### src/rtl/pipeline_stall_controller.sv
// rtl/pipeline_stall_controller.sv - hazard, memory-wait and flush sequencer for the 5-stage pipeline
module pipeline_stall_controller #(
    parameter int MEM_TIMEOUT  = 64,
    parameter int FLUSH_CYCLES = 1,
    parameter int CNT_W        = 16
) (
    input  logic             clk,
    input  logic             rst,
    input  logic             cpu_en,
    input  logic [4:0]       id_rsAddr,
    input  logic [4:0]       id_rtAddr,
    input  logic             id_usesRs,
    input  logic             id_usesRt,
    input  logic [4:0]       ex_registerWriteAddress,
    input  logic             ex_ifWriteRegsFile,
    input  logic             ex_memOutOrAluOutWriteBackToRegFile,
    input  logic             mem_req,
    input  logic             mem_ready,
    input  logic             except_req,
    input  logic             eret_req,
    output logic             id_shouldStall,
    output logic             pc_hold,
    output logic             ifid_hold,
    output logic             pipe_en,
    output logic             exceptClear,
    output logic             eret_clearSignal,
    output logic             mem_timeout,
    output logic [CNT_W-1:0] stall_cycles
);

    localparam int WAIT_W  = (MEM_TIMEOUT > 2) ? $clog2(MEM_TIMEOUT) : 1;
    localparam int FLUSH_W = $clog2(FLUSH_CYCLES + 1);
    localparam logic [WAIT_W-1:0]  WAIT_LAST  = WAIT_W'(MEM_TIMEOUT - 1);
    localparam logic [FLUSH_W-1:0] FLUSH_LOAD = FLUSH_W'(FLUSH_CYCLES);

    typedef enum logic [1:0] {
        RUN      = 2'd0,
        MEM_WAIT = 2'd1,
        FLUSH    = 2'd2
    } state_t;

    state_t             state;
    logic [WAIT_W-1:0]  waitCnt;
    logic [FLUSH_W-1:0] flushCnt;

    logic active;
    logic loadUse;
    logic stallBubble;
    logic holdFront;
    logic memStall;
    logic exClr;
    logic erClr;
    logic timeoutHit;

    // Reset and cpu_en both mask every decision so nothing fires while frozen.
    assign active  = cpu_en & rst;
    assign loadUse = ex_memOutOrAluOutWriteBackToRegFile & ex_ifWriteRegsFile
                   & (ex_registerWriteAddress != 5'd0)
                   & ((id_usesRs & (id_rsAddr == ex_registerWriteAddress))
                    | (id_usesRt & (id_rtAddr == ex_registerWriteAddress)));

    always_comb begin
        stallBubble = 1'b0;
        holdFront   = 1'b0;
        memStall    = 1'b0;
        exClr       = 1'b0;
        erClr       = 1'b0;
        timeoutHit  = 1'b0;
        if (active) begin
            case (state)
                RUN: begin
                    if (except_req) begin
                        exClr = 1'b1;
                    end else if (eret_req) begin
                        erClr = 1'b1;
                    end else if (mem_req && !mem_ready) begin
                        memStall  = 1'b1;
                        holdFront = 1'b1;
                    end else if (loadUse) begin
                        stallBubble = 1'b1;
                        holdFront   = 1'b1;
                    end
                end
                MEM_WAIT: begin
                    if (!mem_ready) begin
                        memStall  = 1'b1;
                        holdFront = 1'b1;
                        if (waitCnt == WAIT_LAST) begin
                            timeoutHit = 1'b1;
                            exClr      = 1'b1;
                        end
                    end
                end
                FLUSH: begin
                    stallBubble = 1'b1;
                    if (except_req) begin
                        exClr = 1'b1;
                    end else if (eret_req) begin
                        erClr = 1'b1;
                    end
                end
                default: ;
            endcase
        end
    end

    assign id_shouldStall   = stallBubble;
    assign pc_hold          = holdFront;
    assign ifid_hold        = holdFront;
    assign pipe_en          = cpu_en & ~memStall;
    assign exceptClear      = exClr;
    assign eret_clearSignal = erClr;

    always_ff @(posedge clk or negedge rst) begin
        if (!rst) begin
            state        <= RUN;
            waitCnt      <= '0;
            flushCnt     <= '0;
            mem_timeout  <= 1'b0;
            stall_cycles <= '0;
        end else if (cpu_en) begin
            if ((stallBubble || memStall || holdFront) && (stall_cycles != {CNT_W{1'b1}})) begin
                stall_cycles <= stall_cycles + 1'b1;
            end
            case (state)
                RUN: begin
                    if (exClr || erClr) begin
                        state    <= FLUSH;
                        flushCnt <= FLUSH_LOAD;
                    end else if (memStall) begin
                        state   <= MEM_WAIT;
                        waitCnt <= '0;
                    end
                end
                MEM_WAIT: begin
                    if (mem_ready) begin
                        state <= RUN;
                    end else if (timeoutHit) begin
                        mem_timeout <= 1'b1;
                        state       <= FLUSH;
                        flushCnt    <= FLUSH_LOAD;
                    end else begin
                        waitCnt <= waitCnt + 1'b1;
                    end
                end
                FLUSH: begin
                    if (exClr || erClr) begin
                        flushCnt <= FLUSH_LOAD;
                    end else if (flushCnt <= FLUSH_W'(1)) begin
                        flushCnt <= '0;
                        state    <= RUN;
                    end else begin
                        flushCnt <= flushCnt - 1'b1;
                    end
                end
                default: state <= RUN;
            endcase
        end
    end

endmodule

### config.mk
export PLATFORM = sky130hd
export DESIGN_NAME = pipeline_stall_controller
export DESIGN_NICKNAME = d
export VERILOG_FILES = /design/src/rtl/pipeline_stall_controller.sv
export SDC_FILE = /design/constraint.sdc
export NUM_CORES = 1
export LEC_CHECK = 0
export CAP_MARGIN = 10
export CORE_UTILIZATION = 44
export DETAILED_ROUTE_END_ITERATION = 16
export GPL_TIMING_DRIVEN = 0
export HOLD_SLACK_MARGIN = 0.08
export PLACE_DENSITY = 0.88
export SLEW_MARGIN = 20
export SYNTH_ARGS = -nofsm -noshare
export SYNTH_HDL_FRONTEND = slang
export SYNTH_SLANG_ARGS = --single-unit
export TNS_END_PERCENT = 100
### constraint.sdc
create_clock -name clk -period 3 [get_ports clk]
set_input_delay 0.6 -clock clk [delete_from_list [all_inputs] [get_ports clk]]
set_output_delay 0.6 -clock clk [all_outputs]
set_load 0.02 [all_outputs]
==> results.md, run 1 <==
* # IOs at 49
* Most frequent CP cell: clkdlybuf4s50_1
* Worst min-delay path category: input pin to async pin
* Wire per inst at 13.4 um
* Critical Path RT at 2400 ps
* CP delay by family, top: buffers and inverters
* Commonest non-fill, non-tap cell in the layout: clkdlybuf4s50_1
* Clock Root Buffer: clkbuf_4
* Register area share after synthesis at 40.8%
* # placed instances at 252
* Post-Place Worst Slack at -799 ps
* H-Tree Depth at 1
* TritonRoute pass-1 iters at 4
* P per Cell Area at 360 nW/um2
* Synth Area in Compound Gates at 11.0%
* Fin. Hold Viols at 0
* Post-route cell area at 2140 um2
* Drt via density at 5.28
* CP max stage delay at 610 ps
* Slew margin rel. at 70.9%
* Initial Utilization at 45.9%
* Vias in the first global route at 1281
* Synthesized area per cell at 9.63 um2
* Num CTS Buffers at 3
* Largest net degree at the start of global routing at 30
* VDD IR max at 0.405 mV
* CP max FO at 5
* Final hold slack at 95.0 ps
* Worst-path cell chain: clkdlybuf4s50_1, nor3b_1, a21oi_1, nor2_1, clkdlybuf4s50_1
* Synth Net Count at 187
* FF+latch count, synth at 25
* Reg clk slew, reported paths at 140 ps
* Max frequency at 0.345 GHz
* # setup viols final at 0
* Die span in x at 61.0 um
* Largest family of logic cells by synthesized area: simple AND/OR/NAND/NOR gates
* Post-synth top area share at 40.8%
* Clock Path Buffers at 2
* Final setup skew at 2.58 ps
* Yosys cell types at 45
* Commonest cells after routing, fill and taps aside: clkdlybuf4s50_1 (37), dfrtp_1 (25), nand2_1 (16), xor2_1 (16), nor2_1 (14)
* Vias post-DR at 1362
* Top cells by area, synth: dfrtp_1 (41%), xor2_1 (9.2%), xnor2_1 (6.9%)
* Critical path capture point type: primary output
* Slack of the critical path at 100 ps
* Status: finished clean
* Rows at 21
* Share of layout cells above drive strength 1 at 15.1%
* Gr usage total at 20.0%
* Final Net Count at 241
* Core Region at 3340 um2
* DIE AREA at 3720 um2
* Ys Warns at 0
* Die Ht at 61.0 um
* Ant. Diodes at 0
* CP Launch Type: input pin
* Layout area overhead at 40.0%
* Synthesized-area fraction occupied by and/or/nand/nor cells at 25.7%
* Placed inst area at 2050 um2
* Setup slack, reg-to-reg at 930 ps
* Worst-Skew Late Latency at 320 ps
* Max Cap Viol at 0
* Antenna viol nets, final at 0
* Slew Viols, Final at 0
* Final std cells w/o fill at 258
* Post-Synth XOR/XNOR Area at 16.0%
* WP buf/inv at 2
* Post-layout min period at 2900 ps
* Initial antenna violation count at 0
* Global-route wire length before repair at 5630 um
* Cell Area, Synth at 1530 um2
* Fin crit share at 96.7%
* Clock Sinks at 25
* Post-DP HPWL at 2610 um
* DRT iter0 DRCs at 79
* GR Overflow Total at 0
* Cell count after synthesis at 159
* IO Port Bufs at 47
* Static Leak at 0.000975 uW
* Slew @ Worst Pin at 431 ps
* Routability cong. at 0.869
* Crit-path slowest cell: clkdlybuf4s50_1
* Synth area leader: dfrtp_1
* Setup CP Type: input pin to primary output
* CTS tree: built
* Worst EP arrival at 2300 ps
* Post-Route WL at 3450 um
* Mux share of post-synthesis cell area at 1.39%
* Adder-cell share of the synthesized area at 1.63%
* Drt drc at 0
## repair_timing
| item | in CTS | in global routing |
|---|---|---|
| buffers inserted | 1 | 1 |
| setup endpoints to repair | 5 | 4 |
| gates resized for setup | 16 | 11 |
| hold buffers | 0 | 0 |
| pin swaps | 2 | 7 |
## logic make-up after synthesis
kind of cell | after synthesis
buffers and inverters | 10
adders and majority gates | 2
muxes | 2
and+or+nand+nor | 72
AOI/OAI and AO/OA | 20
xor gates and xnor gates | 28
DFF | 25
## where the power goes
part | total, uW | internal [uW] | switching, uW | leakage (uW)
Clock | 155 | 52.0 | 103 | 0.0000150
Sequential | 390 | 361 | 29.1 | 0.000337
Combinational | 227 | 115 | 112 | 0.000623
Total | 772 | 528 | 244 | 0.000975
## cell type report
class	instances	area (um2)
Fill cell	312	1190
Sequential cell	25	626
Timing Repair Buffer	49	487
Inverter	4	15.0
Clock buffer	4	26.3
Multi-Input combinational cell	124	896
Tap cell	46	57.6
Buffer	6	37.5
## registers in the layout (all words and copies together) (netlist names)
name,count
stall_cycles,16
mem_timeout,1
waitCnt,6
state,2
## per-layer routing
metal	GRT usage (%)	up-vias	routed length, um
li1	-	674	-
met1	27.7	653	1620
met3	2.13	2	124
met5	0	-	0
met4	5.19	0	19
met2	33.4	33	1690
## stage by stage
step / total power, uW / utilization, % / TNS, ps
6_report: 772 / 64.3 / 0
5_1_grt: 807 / 64.3 / -4.70
4_1_cts: 778 / 64.1 / 0
3_5_place_dp: 619 / 61.6 / -2630
3_3_place_gp: 614 / 61.7 / -17700
2_1_floorplan: 505 / - / 0
## path summary, 6_finish.rpt
path / startpoint / end / depth (start not counted)
worst max-delay path: mem_ready / exceptClear / 5
worst min-delay path: rst / state[0] / 1
worst max register to register: waitCnt[0] / waitCnt[5] / 7
worst min register to register: mem_timeout / mem_timeout / 1
max in group asynchronous: rst / waitCnt[0] / 1
min in group clk: mem_timeout / mem_timeout / 1
## cells in the mapped netlist (all sizes together)
library cell and n:
nor3 4, and2 2, o21ba 1, o221ai 1, nand2b 1, nor3b 2, o2111a 1, inv 4
and4 1, o311ai 1, or4 2, dfrtp 25, a31oi 3, buf 6, a311oi 1, mux2i 1
a31o 1, xnor2 12, mux2 1, xor2 16, a211oi 1, nand4 5, nor2b 2, o22ai 1
nand3 10, o2111ai 1, or3 2, ha 2, and3 5, nor4 5, nand2 16, o21ai 5
a21oi 3, or3b 1, nor2 14
Note: power is estimated with default switching activity, not from simulation.
==> inputs of run 2 (changes only) <==
Settings changed: TNS_END_PERCENT 100 to 50.
==> results of run 2 <==
Same layout as run 1: the final DEF is identical, and so are final timing and power.
==> inputs of run 3 (changes only) <==
Settings changed: CORE_MARGIN from default to 2, CTS_BUF_LIST from default to sky130_fd_sc_hd__clkbuf_16.
==> run 3 against run 2 <==
  * Clock-buffer cell count down 1
  * Total power rose by 19%
  * Sequential power is essentially flat
  * Worst setup slack better by 1.8 ps
  * Cell count down 0.39%
  * Sequential share of layout area is 0.53 points lower
  * Die area grew 6.7%
  * Cell area is 1.9% higher
  * Wire length up 7.9%
  * Critical endpoint is now pipe_en
  * Largest cell class unchanged
==> results.md, run 3 (synthesis gave the netlist of run 1 again) <==
* Status: finished clean (unchanged)
* Multi-input combinational cell area at 896 um2 (unchanged)
* Vias post-DR at 1382 (was 1362)
* Commonest cells after routing, fill and taps aside: clkdlybuf4s50_1 (42), dfrtp_1 (25), nand2_1 (16), xor2_1 (16), nor2_1 (14) (was clkdlybuf4s50_1 (37), dfrtp_1 (25), nand2_1 (16), xor2_1 (16), nor2_1 (14))
* Worst-Skew Late Latency at 260 ps (was 320 ps)
* Worst-path cell chain: clkdlybuf4s50_1, nand2b_1, nor4_4, a211oi_1, clkdlybuf4s50_1 (was clkdlybuf4s50_1, nor3b_1, a21oi_1, nor2_1, clkdlybuf4s50_1)
* Worst min-delay path category: input pin to async pin (unchanged)
* CP max FO at 5 (unchanged)
* Final Net Count at 240 (was 241)
* P per Cell Area at 419 nW/um2 (was 360 nW/um2)
* Ant. Diodes at 0 (unchanged)
* Antenna viol nets, final at 0 (unchanged)
* Post-layout min period at 2900 ps (about the same)
* Clock Root Buffer: clkbuf_16 (was clkbuf_4)
* Drt via density at 5.38 (was 5.28)
* Share of layout cells above drive strength 1 at 15.2% (was 15.1%)
* Static Leak at 0.000954 uW (was 0.000975 uW)
* WP buf/inv at 2 (unchanged)
* Critical Path RT at 2400 ps (about the same)
* Reg clk slew, reported paths at 70 ps (was 140 ps)
* Die Ht at 63.0 um (was 61.0 um)
* Final std cells w/o fill at 257 (was 258)
* Vias in the first global route at 1372 (was 1281)
* Largest net degree at the start of global routing at 30 (unchanged)
* Setup CP Type: input pin to primary output (unchanged)
* Largest register FFs at 16 (unchanged)
* CTS tree: built (unchanged)
* Drt drc at 0 (unchanged)
* Highest routed layer: met4 (unchanged)
* Met3 WL at 164 um (was 124 um)
* Die span in x at 63.0 um (was 61.0 um)
* Final setup skew at 8.22 ps (was 2.58 ps)
* CP delay by family, top: buffers and inverters (unchanged)
* Crit-path slowest cell: clkdlybuf4s50_1 (unchanged)
* Post-Route WL at 3720 um (was 3450 um)
* Final Util at 65.5% (was 64.3%)
* Fin crit share at 96.6% (was 96.7%)
* RSZ-0062 raised after global routing: no
* Fin. Hold Viols at 0 (unchanged)
* Slew Viols, Final at 0 (unchanged)
* Most flops, register: stall_cycles (unchanged)
* Metal2 WL at 1960 um (was 1690 um)
* H-Tree Depth at 1 (unchanged)
* GR Overflow Total at 0 (unchanged)
* Layout area overhead at 42.6% (was 40.0%)
* Worst r2r path cells at 7 (unchanged)
* Setup tns final at 0 ps (unchanged)
* Post-DP HPWL at 2700 um (was 2610 um)
* Clock Path Buffers at 2 (unchanged)
* Hold Buf Count CTS at 0 (unchanged)
* CP Launch Type: input pin (unchanged)
* # setup viols final at 0 (unchanged)
* Clock Sinks at 25 (unchanged)
* Slew margin rel. at 64.6% (was 70.9%)
* Wire per inst at 14.5 um (was 13.4 um)
* Fillers at 294 (was 312)
* Slew @ Worst Pin at 525 ps (was 431 ps)
* Most frequent CP cell: clkdlybuf4s50_1 (unchanged)
* Core Region at 3340 um2 (unchanged)
* Met1 WL at 1550 um (was 1620 um)
* Top Registers: stall_cycles: 16 flops, waitCnt: 6 flops, state: 2 flops (unchanged)
* TritonRoute pass-1 iters at 4 (unchanged)
* Max Cap Viol at 0 (unchanged)
* Gr usage total at 19.8% (was 20.0%)
* Routability cong. at 0.850 (was 0.869)
* DIE AREA at 3970 um2 (was 3720 um2)
* Worst EP arrival at 2300 ps (about the same)
* # placed instances at 252 (unchanged)
* Commonest non-fill, non-tap cell in the layout: clkdlybuf4s50_1 (unchanged)
* Global-route wire length before repair at 6310 um (was 5630 um)
* Initial Utilization at 45.9% (unchanged)
* Max frequency at 0.345 GHz (about the same)
* Sequential standard cell area at 626 um2 (unchanged)
* Rows at 21 (unchanged)
* Initial antenna violation count at 0 (unchanged)
* # IOs at 49 (unchanged)
* IO Port Bufs at 47 (unchanged)
* DRT iter0 DRCs at 72 (was 79)
* Crit path depth at 5 (unchanged)
* VDD IR max at 0.461 mV (was 0.405 mV)
* Num CTS Buffers at 3 (unchanged)
* CP max stage delay at 550 ps (was 610 ps)
* Critical path capture point type: primary output (unchanged)
## run 3: where the power goes
part	internal, uW	leakage [uW]	switching, uW
sequential	362	0.000337	28.3
clock	181	0.0000371	118
combinational	116	0.000580	110
## run 3: cell type report
type / count / share of cell area, %
flip-flops and latches: 25 / 28.6
inverters: 4 / 0.687
clock inverters: 1 / 0.344
plain buffers: 6 / 1.72
well taps: 46 / 2.63
repair buffers: 48 / 21.5
multi-input cells: 124 / 41.0
clock buffers: 3 / 3.44
## run 3: final timing paths
kind / startpoint / end / slack [ps]
max: mem_ready / pipe_en / 100
min reg2reg: mem_timeout / mem_timeout / 480
max in group asynchronous: rst / stall_cycles[3] / 2630
min: rst / waitCnt[4] / 170
min in group clk: mem_timeout / mem_timeout / 480
max reg2reg: stall_cycles[6] / stall_cycles[6] / 880
## run 3: repair_timing
action                     4_1_cts  5_1_grt
setup endpoints to repair        5        4
pin swaps                        0        3
resized for setup               11       12
setup buffers                    0        1
## run 3: metrics by stage
| step | setup slack (ps) | hold WS, ps | instance area, um2 | power [uW] |
|---|---|---|---|---|
| final | 102 | 167 | 2180 | 915 |
| after global routing | 24.7 | 176 | 2180 | 965 |
| after CTS | -226 | 255 | 2150 | 922 |
| after detailed placement | -759 | 466 | 2050 | 616 |
| after global placement | -1680 | 452 | 2060 | 613 |
| after floorplan | 232 | 304 | 1530 | 505 |
## run 3: worst reg2reg max path: cells and delay by family (launching register included)
family          cells  cell delay [ps]
simple gates        3              690
xor+xnor            1              150
compound gates      2              490
buf+inv             1              200
flops               1              460
## run 3: layer usage
layer	global-route usage [%]	up-vias
met5	0	-
met4	5.83	0
li1	-	668
met2	34.8	43
met3	3.78	6
met1	24.4	665
